**config.mk**
```make
export PLATFORM = sky130hd
export DESIGN_NAME = approx_mult_err_monitor
export DESIGN_NICKNAME = d
export VERILOG_FILES = /design/src/rtl/approx_mult_err_monitor.sv
export SDC_FILE = /design/constraint.sdc
export NUM_CORES = 1
export LEC_CHECK = 0
export BUFFER_PORTS_ARGS = -buffer_cell sky130_fd_sc_hd__buf_2
export CORE_ASPECT_RATIO = 0.8
export CORE_MARGIN = 2
export CORE_UTILIZATION = 60
export CTS_CLUSTER_SIZE = 24
export DETAILED_ROUTE_END_ITERATION = 16
export PLACE_DENSITY = 0.82
export SYNTH_ARGS = -nofsm -noshare
export SYNTH_HDL_FRONTEND = slang
export SYNTH_SLANG_ARGS = --single-unit
```
**constraint.sdc**
```tcl
create_clock -name clk -period 7.5 [get_ports clk]
set_input_delay 0 -clock clk [delete_from_list [all_inputs] [get_ports clk]]
set_output_delay 0 -clock clk [all_outputs]
set_load 0.01 [all_outputs]
```
**src/rtl/approx_mult_err_monitor.sv**
```systemverilog
// Error-statistics monitor for approximate N x N multipliers: sample count, mismatch count,
// error-distance sum and maximum. ERR_MON_WORST_CAPTURE_EN adds worst_a/worst_b/worst_y capture.
//
// state  | meaning
// -------+-------------------------------------------------------------
// IDLE   | after reset, samples ignored, waiting for start
// RUN    | in_ready=1, samples accepted until one carries in_last
// DRAIN  | two cycles letting the last sample reach the accumulators
// DONE   | done pulses on entry, statistics final and held
module approx_mult_err_monitor #(
   parameter int N     = 8,
   parameter int CNT_W = 17,
   parameter int SUM_W = 33
) (
   input  logic             clk,
   input  logic             rst_n,
   input  logic             start,
   input  logic             in_valid,
   input  logic             in_last,
   input  logic [N-1:0]     a,
   input  logic [N-1:0]     b,
   input  logic [2*N-1:0]   Y,
   output logic             in_ready,
   output logic             busy,
   output logic             done,
   output logic [CNT_W-1:0] sample_cnt,
   output logic [CNT_W-1:0] err_cnt,
   output logic [SUM_W-1:0] ed_sum,
`ifdef ERR_MON_WORST_CAPTURE_EN
   output logic [N-1:0]     worst_a,
   output logic [N-1:0]     worst_b,
   output logic [2*N-1:0]   worst_y,
`endif
   output logic [2*N-1:0]   ed_max
);

   localparam int PW = 2 * N;

   typedef enum logic [1:0] {
      S_IDLE  = 2'd0,
      S_RUN   = 2'd1,
      S_DRAIN = 2'd2,
      S_DONE  = 2'd3
   } state_t;

   state_t state_q, state_d;
   logic   drain_q, drain_d;
   logic   done_q, done_d;
   logic   accept;

   // ---------------- FSM: state register ----------------
   always_ff @(posedge clk or negedge rst_n) begin
      if (!rst_n) begin
         state_q <= S_IDLE;
         drain_q <= 1'b0;
         done_q  <= 1'b0;
      end else begin
         state_q <= state_d;
         drain_q <= drain_d;
         done_q  <= done_d;
      end
   end

   // ---------------- FSM: next state ----------------
   // Drain is a down-counter loaded on the last sample; terminal count 0 enters DONE,
   // which lines up with the last sample landing in the accumulators.
   always_comb begin
      state_d = state_q;
      drain_d = drain_q;
      done_d  = 1'b0;
      if (start) begin
         state_d = S_RUN;
         drain_d = 1'b0;
      end else begin
         unique case (state_q)
            S_IDLE: ;
            S_RUN: begin
               if (in_valid && in_last) begin
                  state_d = S_DRAIN;
                  drain_d = 1'b1;
               end
            end
            S_DRAIN: begin
               if (drain_q == 1'b0) begin
                  state_d = S_DONE;
                  done_d  = 1'b1;
               end else begin
                  drain_d = drain_q - 1'b1;
               end
            end
            S_DONE: ;
            default: state_d = S_IDLE;
         endcase
      end
   end

   // ---------------- FSM: outputs ----------------
   always_comb begin
      in_ready = (state_q == S_RUN);
      busy     = (state_q == S_RUN) || (state_q == S_DRAIN);
      done     = done_q;
   end

   assign accept = (state_q == S_RUN) && in_valid && !start;

   // ---------------- stage 1: input capture ----------------
   logic          s1_vld_q;
   logic [N-1:0]  s1_a_q, s1_b_q;
   logic [PW-1:0] s1_y_q;

   always_ff @(posedge clk or negedge rst_n) begin
      if (!rst_n) begin
         s1_vld_q <= 1'b0;
         s1_a_q   <= '0;
         s1_b_q   <= '0;
         s1_y_q   <= '0;
      end else begin
         s1_vld_q <= accept;
         if (accept) begin
            s1_a_q <= a;
            s1_b_q <= b;
            s1_y_q <= Y;
         end
      end
   end

   // ---------------- stage 2: exact product and error distance ----------------
   logic [PW-1:0] exact_c, ed_c;
   logic          s2_vld_q, s2_mis_q;
   logic [PW-1:0] s2_ed_q;

   assign exact_c = {{N{1'b0}}, s1_a_q} * {{N{1'b0}}, s1_b_q};
   assign ed_c    = (exact_c >= s1_y_q) ? (exact_c - s1_y_q) : (s1_y_q - exact_c);

   always_ff @(posedge clk or negedge rst_n) begin
      if (!rst_n) begin
         s2_vld_q <= 1'b0;
         s2_mis_q <= 1'b0;
         s2_ed_q  <= '0;
      end else begin
         s2_vld_q <= s1_vld_q && !start;
         if (s1_vld_q) begin
            s2_ed_q  <= ed_c;
            s2_mis_q <= (ed_c != '0);
         end
      end
   end

`ifdef ERR_MON_WORST_CAPTURE_EN
   logic [N-1:0]  s2_a_q, s2_b_q;
   logic [PW-1:0] s2_y_q;

   always_ff @(posedge clk or negedge rst_n) begin
      if (!rst_n) begin
         s2_a_q <= '0;
         s2_b_q <= '0;
         s2_y_q <= '0;
      end else if (s1_vld_q) begin
         s2_a_q <= s1_a_q;
         s2_b_q <= s1_b_q;
         s2_y_q <= s1_y_q;
      end
   end
`endif

   // ---------------- stage 3: saturating accumulators ----------------
   logic [CNT_W-1:0] sample_cnt_q, sample_cnt_d;
   logic [CNT_W-1:0] err_cnt_q, err_cnt_d;
   logic [SUM_W-1:0] ed_sum_q, ed_sum_d;
   logic [PW-1:0]    ed_max_q, ed_max_d;
   logic [CNT_W:0]   cnt_inc, err_inc;
   logic [SUM_W:0]   sum_inc;

   assign cnt_inc = {1'b0, sample_cnt_q} + {{CNT_W{1'b0}}, 1'b1};
   assign err_inc = {1'b0, err_cnt_q} + {{CNT_W{1'b0}}, s2_mis_q};
   assign sum_inc = {1'b0, ed_sum_q} + {{(SUM_W + 1 - PW){1'b0}}, s2_ed_q};

`ifdef ERR_MON_WORST_CAPTURE_EN
   logic [N-1:0]  worst_a_q, worst_a_d, worst_b_q, worst_b_d;
   logic [PW-1:0] worst_y_q, worst_y_d;
`endif

   always_comb begin
      sample_cnt_d = sample_cnt_q;
      err_cnt_d    = err_cnt_q;
      ed_sum_d     = ed_sum_q;
      ed_max_d     = ed_max_q;
`ifdef ERR_MON_WORST_CAPTURE_EN
      worst_a_d    = worst_a_q;
      worst_b_d    = worst_b_q;
      worst_y_d    = worst_y_q;
`endif
      if (start) begin
         sample_cnt_d = '0;
         err_cnt_d    = '0;
         ed_sum_d     = '0;
         ed_max_d     = '0;
`ifdef ERR_MON_WORST_CAPTURE_EN
         worst_a_d    = '0;
         worst_b_d    = '0;
         worst_y_d    = '0;
`endif
      end else if (s2_vld_q) begin
         sample_cnt_d = cnt_inc[CNT_W] ? {CNT_W{1'b1}} : cnt_inc[CNT_W-1:0];
         err_cnt_d    = err_inc[CNT_W] ? {CNT_W{1'b1}} : err_inc[CNT_W-1:0];
         ed_sum_d     = sum_inc[SUM_W] ? {SUM_W{1'b1}} : sum_inc[SUM_W-1:0];
         // Strict compare so a tie keeps the earliest worst sample.
         if (s2_ed_q > ed_max_q) begin
            ed_max_d  = s2_ed_q;
`ifdef ERR_MON_WORST_CAPTURE_EN
            worst_a_d = s2_a_q;
            worst_b_d = s2_b_q;
            worst_y_d = s2_y_q;
`endif
         end
      end
   end

   always_ff @(posedge clk or negedge rst_n) begin
      if (!rst_n) begin
         sample_cnt_q <= '0;
         err_cnt_q    <= '0;
         ed_sum_q     <= '0;
         ed_max_q     <= '0;
      end else begin
         sample_cnt_q <= sample_cnt_d;
         err_cnt_q    <= err_cnt_d;
         ed_sum_q     <= ed_sum_d;
         ed_max_q     <= ed_max_d;
      end
   end

`ifdef ERR_MON_WORST_CAPTURE_EN
   always_ff @(posedge clk or negedge rst_n) begin
      if (!rst_n) begin
         worst_a_q <= '0;
         worst_b_q <= '0;
         worst_y_q <= '0;
      end else begin
         worst_a_q <= worst_a_d;
         worst_b_q <= worst_b_d;
         worst_y_q <= worst_y_d;
      end
   end

   assign worst_a = worst_a_q;
   assign worst_b = worst_b_q;
   assign worst_y = worst_y_q;
`endif

   assign sample_cnt = sample_cnt_q;
   assign err_cnt    = err_cnt_q;
   assign ed_sum     = ed_sum_q;
   assign ed_max     = ed_max_q;

endmodule
```
==> flow_metrics.py <==
metrics = {
    "run_status": {
        "run_status": "finished clean",
    },
    "flow_run": {
        "drv_cap": 0,
    },
    "timing": {
        "finalSetupViolCount": 0,
        "finalClockSkew_ns": 0.01069,
        "fmax_mhz": 143.0,
        "finalHoldViolations": 0,
        "report.final.slew_viol_count": 0,
        "worst_slew_pin_slew_ns": 1.104,
        "holdWs_ns": 0.02305,
        "relSlewSlack": 0.2638,
        "min_period_ns": 6.991,
        "min_period_over_period": 0.9321,
        "tns_ns": 0,
    },
    "die": {
        "die_x_um": 153.0,
        "coreArea_um2": 17380,
        "num_rows": 43,
        "start_util": 0.6129,
        "chipHeight_um": 123.2,
        "die_area_um2": 18840,
        "io_pins": 123,
    },
    "critical_path": {
        "timing.critical_path.buf_inv": 2,
        "path_max_fanout": 13,
        "end_kind": "flip-flop",
        "worstPathArrival_ns": 7.28,
        "required_ns": 7.79,
        "worstSetupPathDepth": 28,
        "rr_worst_depth": 28,
        "reg2reg_slack_ns": 0.51,
        "critPathMaxStageDelay_ns": 0.55,
        "crit_family": "adder cells",
        "cp-endpoint": "s2_mis_q",
        "cp-startpoint": "s1_a_q[1]",
        "reg2reg_from": "s1_a_q[1]",
        "crit_path_top_delay_cell": "fa_1",
        "crit_top_cell": "fa_1",
        "worstReg2RegEnd": "s2_mis_q",
        "startpoint_type": "flip-flop",
        "crit_type": "reg2reg",
    },
    "global_route": {
        "gr-total-overflow": 0,
        "track_usage": 0.2929,
        "grt_max_degree": 88,
        "grt_pass1_wl_um": 44250,
        "grt_pass1_vias": 8595,
        "antenna_found_initial": 1,
    },
    "yosys": {
        "syn_avg_cell_area_um2": 8.853,
        "synth_fp_nets": 1383,
        "yosysUniqueCellTypes": 57,
        "synth_seq_cells": 138,
        "synth_edf_count": 0,
        "syn_area_um2": 10650,
        "synth_simple_gate_area_frac": 0.1826,
        "synth_cells": 1203,
        "synth_area_leaders": "dfrtp_1 32%, ha_1 12%, fa_1 7.3%",
        "synth_fa_ha_area_frac": 0.1955,
        "synth_compound_area_frac": 0.1713,
        "synth_top_area_cell": "dfrtp_1",
        "synth.area.mux_share": 0.02749,
        "synthXorXnorAreaFrac": 0.03536,
        "synth_top_area_frac": 0.3242,
        "seq_area_frac_synth": 0.3242,
        "ys_warn_count": 0,
        "async_flop_share": 1.000,
        "synth_top_family_by_area": "adder cells",
        "ys.flop_type": "dfrtp_1",
    },
    "clocking": {
        "root_buffer": "clkbuf_16",
        "cts_buffer_depth": 2,
        "cts.sinks": 138,
        "cts_buffers": 17,
        "htreeDepth": 4,
        "clock_latency_ns": 0.43,
        "cts_tree": "done",
        "clk_pin_slew_ns": 0.06,
    },
    "drt": {
        "drt-vias-per-instance": 5.817,
        "drtIter0Drc": 769,
        "first_pass_iters": 5,
        "vias": 9180,
        "finalWirelength_um": 26700,
        "drc": 0,
        "wire_per_inst_um": 16.92,
        "ant_nets": 0,
    },
    "final_layout": {
        "area_growth_pct": 15.80,
        "fin_cells": 1578,
        "design_area_um2": 12330,
        "final_nets": 1519,
        "final_layout_size_suffix_gt1_frac": 0.1287,
    },
    "min_path": {
        "hold_path.class": "in2reg",
    },
    "placed_design": {
        "routabilityCongestion": 0.9777,
        "dpl_cell_area_um2": 11380,
        "hpwl_um": 18980,
        "port_buffers": 122,
        "dp.cells": 1511,
    },
}
[state kept, by name (all words and copies together), names as in the netlist, 2 cells and up]
name,cells
ed_sum,33
err_cnt,17
sample_cnt,17
ed_max,16
s1_y_q,16
s2_ed_q,16
s1_a_q,8
s1_b_q,8
state_q,2
[worst min path at each step]
| stage | start | end | slack (ns) | depth (start not counted) |
|---|---|---|---|---|
| 2_1_floorplan | rst_n | done | -0.30 | 0 |
| 3_3_place_gp | rst_n | err_cnt[9] | 0.10 | 1 |
| 3_5_place_dp | rst_n | err_cnt[9] | 0.11 | 1 |
| 4_1_cts | in_valid | state_q[0] | 0.006 | 4 |
| 5_1_grt | in_valid | state_q[0] | 0.06 | 4 |
| 6_report | in_valid | state_q[0] | 0.02 | 4 |
[through the flow]
stage          setup WS [ns]    util
3_5_place_dp          0.4333  0.6546
4_1_cts               0.3824  0.7081
6_report              0.5092  0.7097
5_1_grt             -0.01286  0.7096
2_1_floorplan         0.9959       -
3_3_place_gp          0.5720  0.6546
[kinds of logic (layout without fill, tap and decap cells)]
kind of cell,after synthesis,after routing
xor gates and xnor gates,43,43
DFF,138,138
muxes,29,29
adders and majority gates,143,143
buffers and inverters,168,317
other,0,1
AOI/OAI and AO/OA,278,278
and+or+nand+nor,404,404
[metal layers]
metal	track usage	up-vias	wire, µm
li1	-	4446	-
met1	0.4393	4341	12770
met2	0.4347	354	11580
met3	0.06519	39	1962
met4	0.07002	0	388
met5	0	-	0
[worst min-delay path: stages]
cell	delay [ns]
buf_2	0.11
nand3_1	0.10
a21oi_1	0.08
o21bai_1	0.12
[synthesized netlist by cell type (all sizes together), types with 27 or more instances]
cell type,number
dfrtp,138
inv,124
nand2,120
ha,104
nor2,103
a21oi,84
and2,59
o21ai,51
fa,39
a311oi,31
clkbuf,31
nand3,31
xnor2,31
mux2i,27
[timing repair]
| item | CTS | global route |
|---|---|---|
| resized for setup | 0 | 5 |
| setup endpoints to repair | 0 | 1 |
| endpoints found under the hold margin | 115 | 0 |
| buffers inserted | 0 | 0 |
| hold buffers | 34 | 0 |
[cells in the final DEF, fill, tap and decap left out, drive strengths merged, types with 34 or more instances in the layout]
| cell type | instances |
|---|---|
| ha | 104 |
| o21ai | 51 |
| a21oi | 84 |
| inv | 130 |
| dlygate4sd3 | 34 |
| nor2 | 103 |
| fa | 39 |
| buf | 127 |
| nand2 | 120 |
| dfrtp | 138 |
| and2 | 59 |
[cell type report]
type / count / area, µm²
clock inverter: 14 / 160.2
tap: 225 / 281.5
antenna: 1 / 2.502
sequential: 138 / 3455
fill: 1381 / 5045
timing repair buffer: 161 / 994.7
inverter: 124 / 465.4
multi-input combinational: 897 / 6545
clock buffer: 18 / 429.2
Power is left out: the tool's default activity adds up to more than one toggle a clock period on the data nets, which glitch-free logic cannot reach.
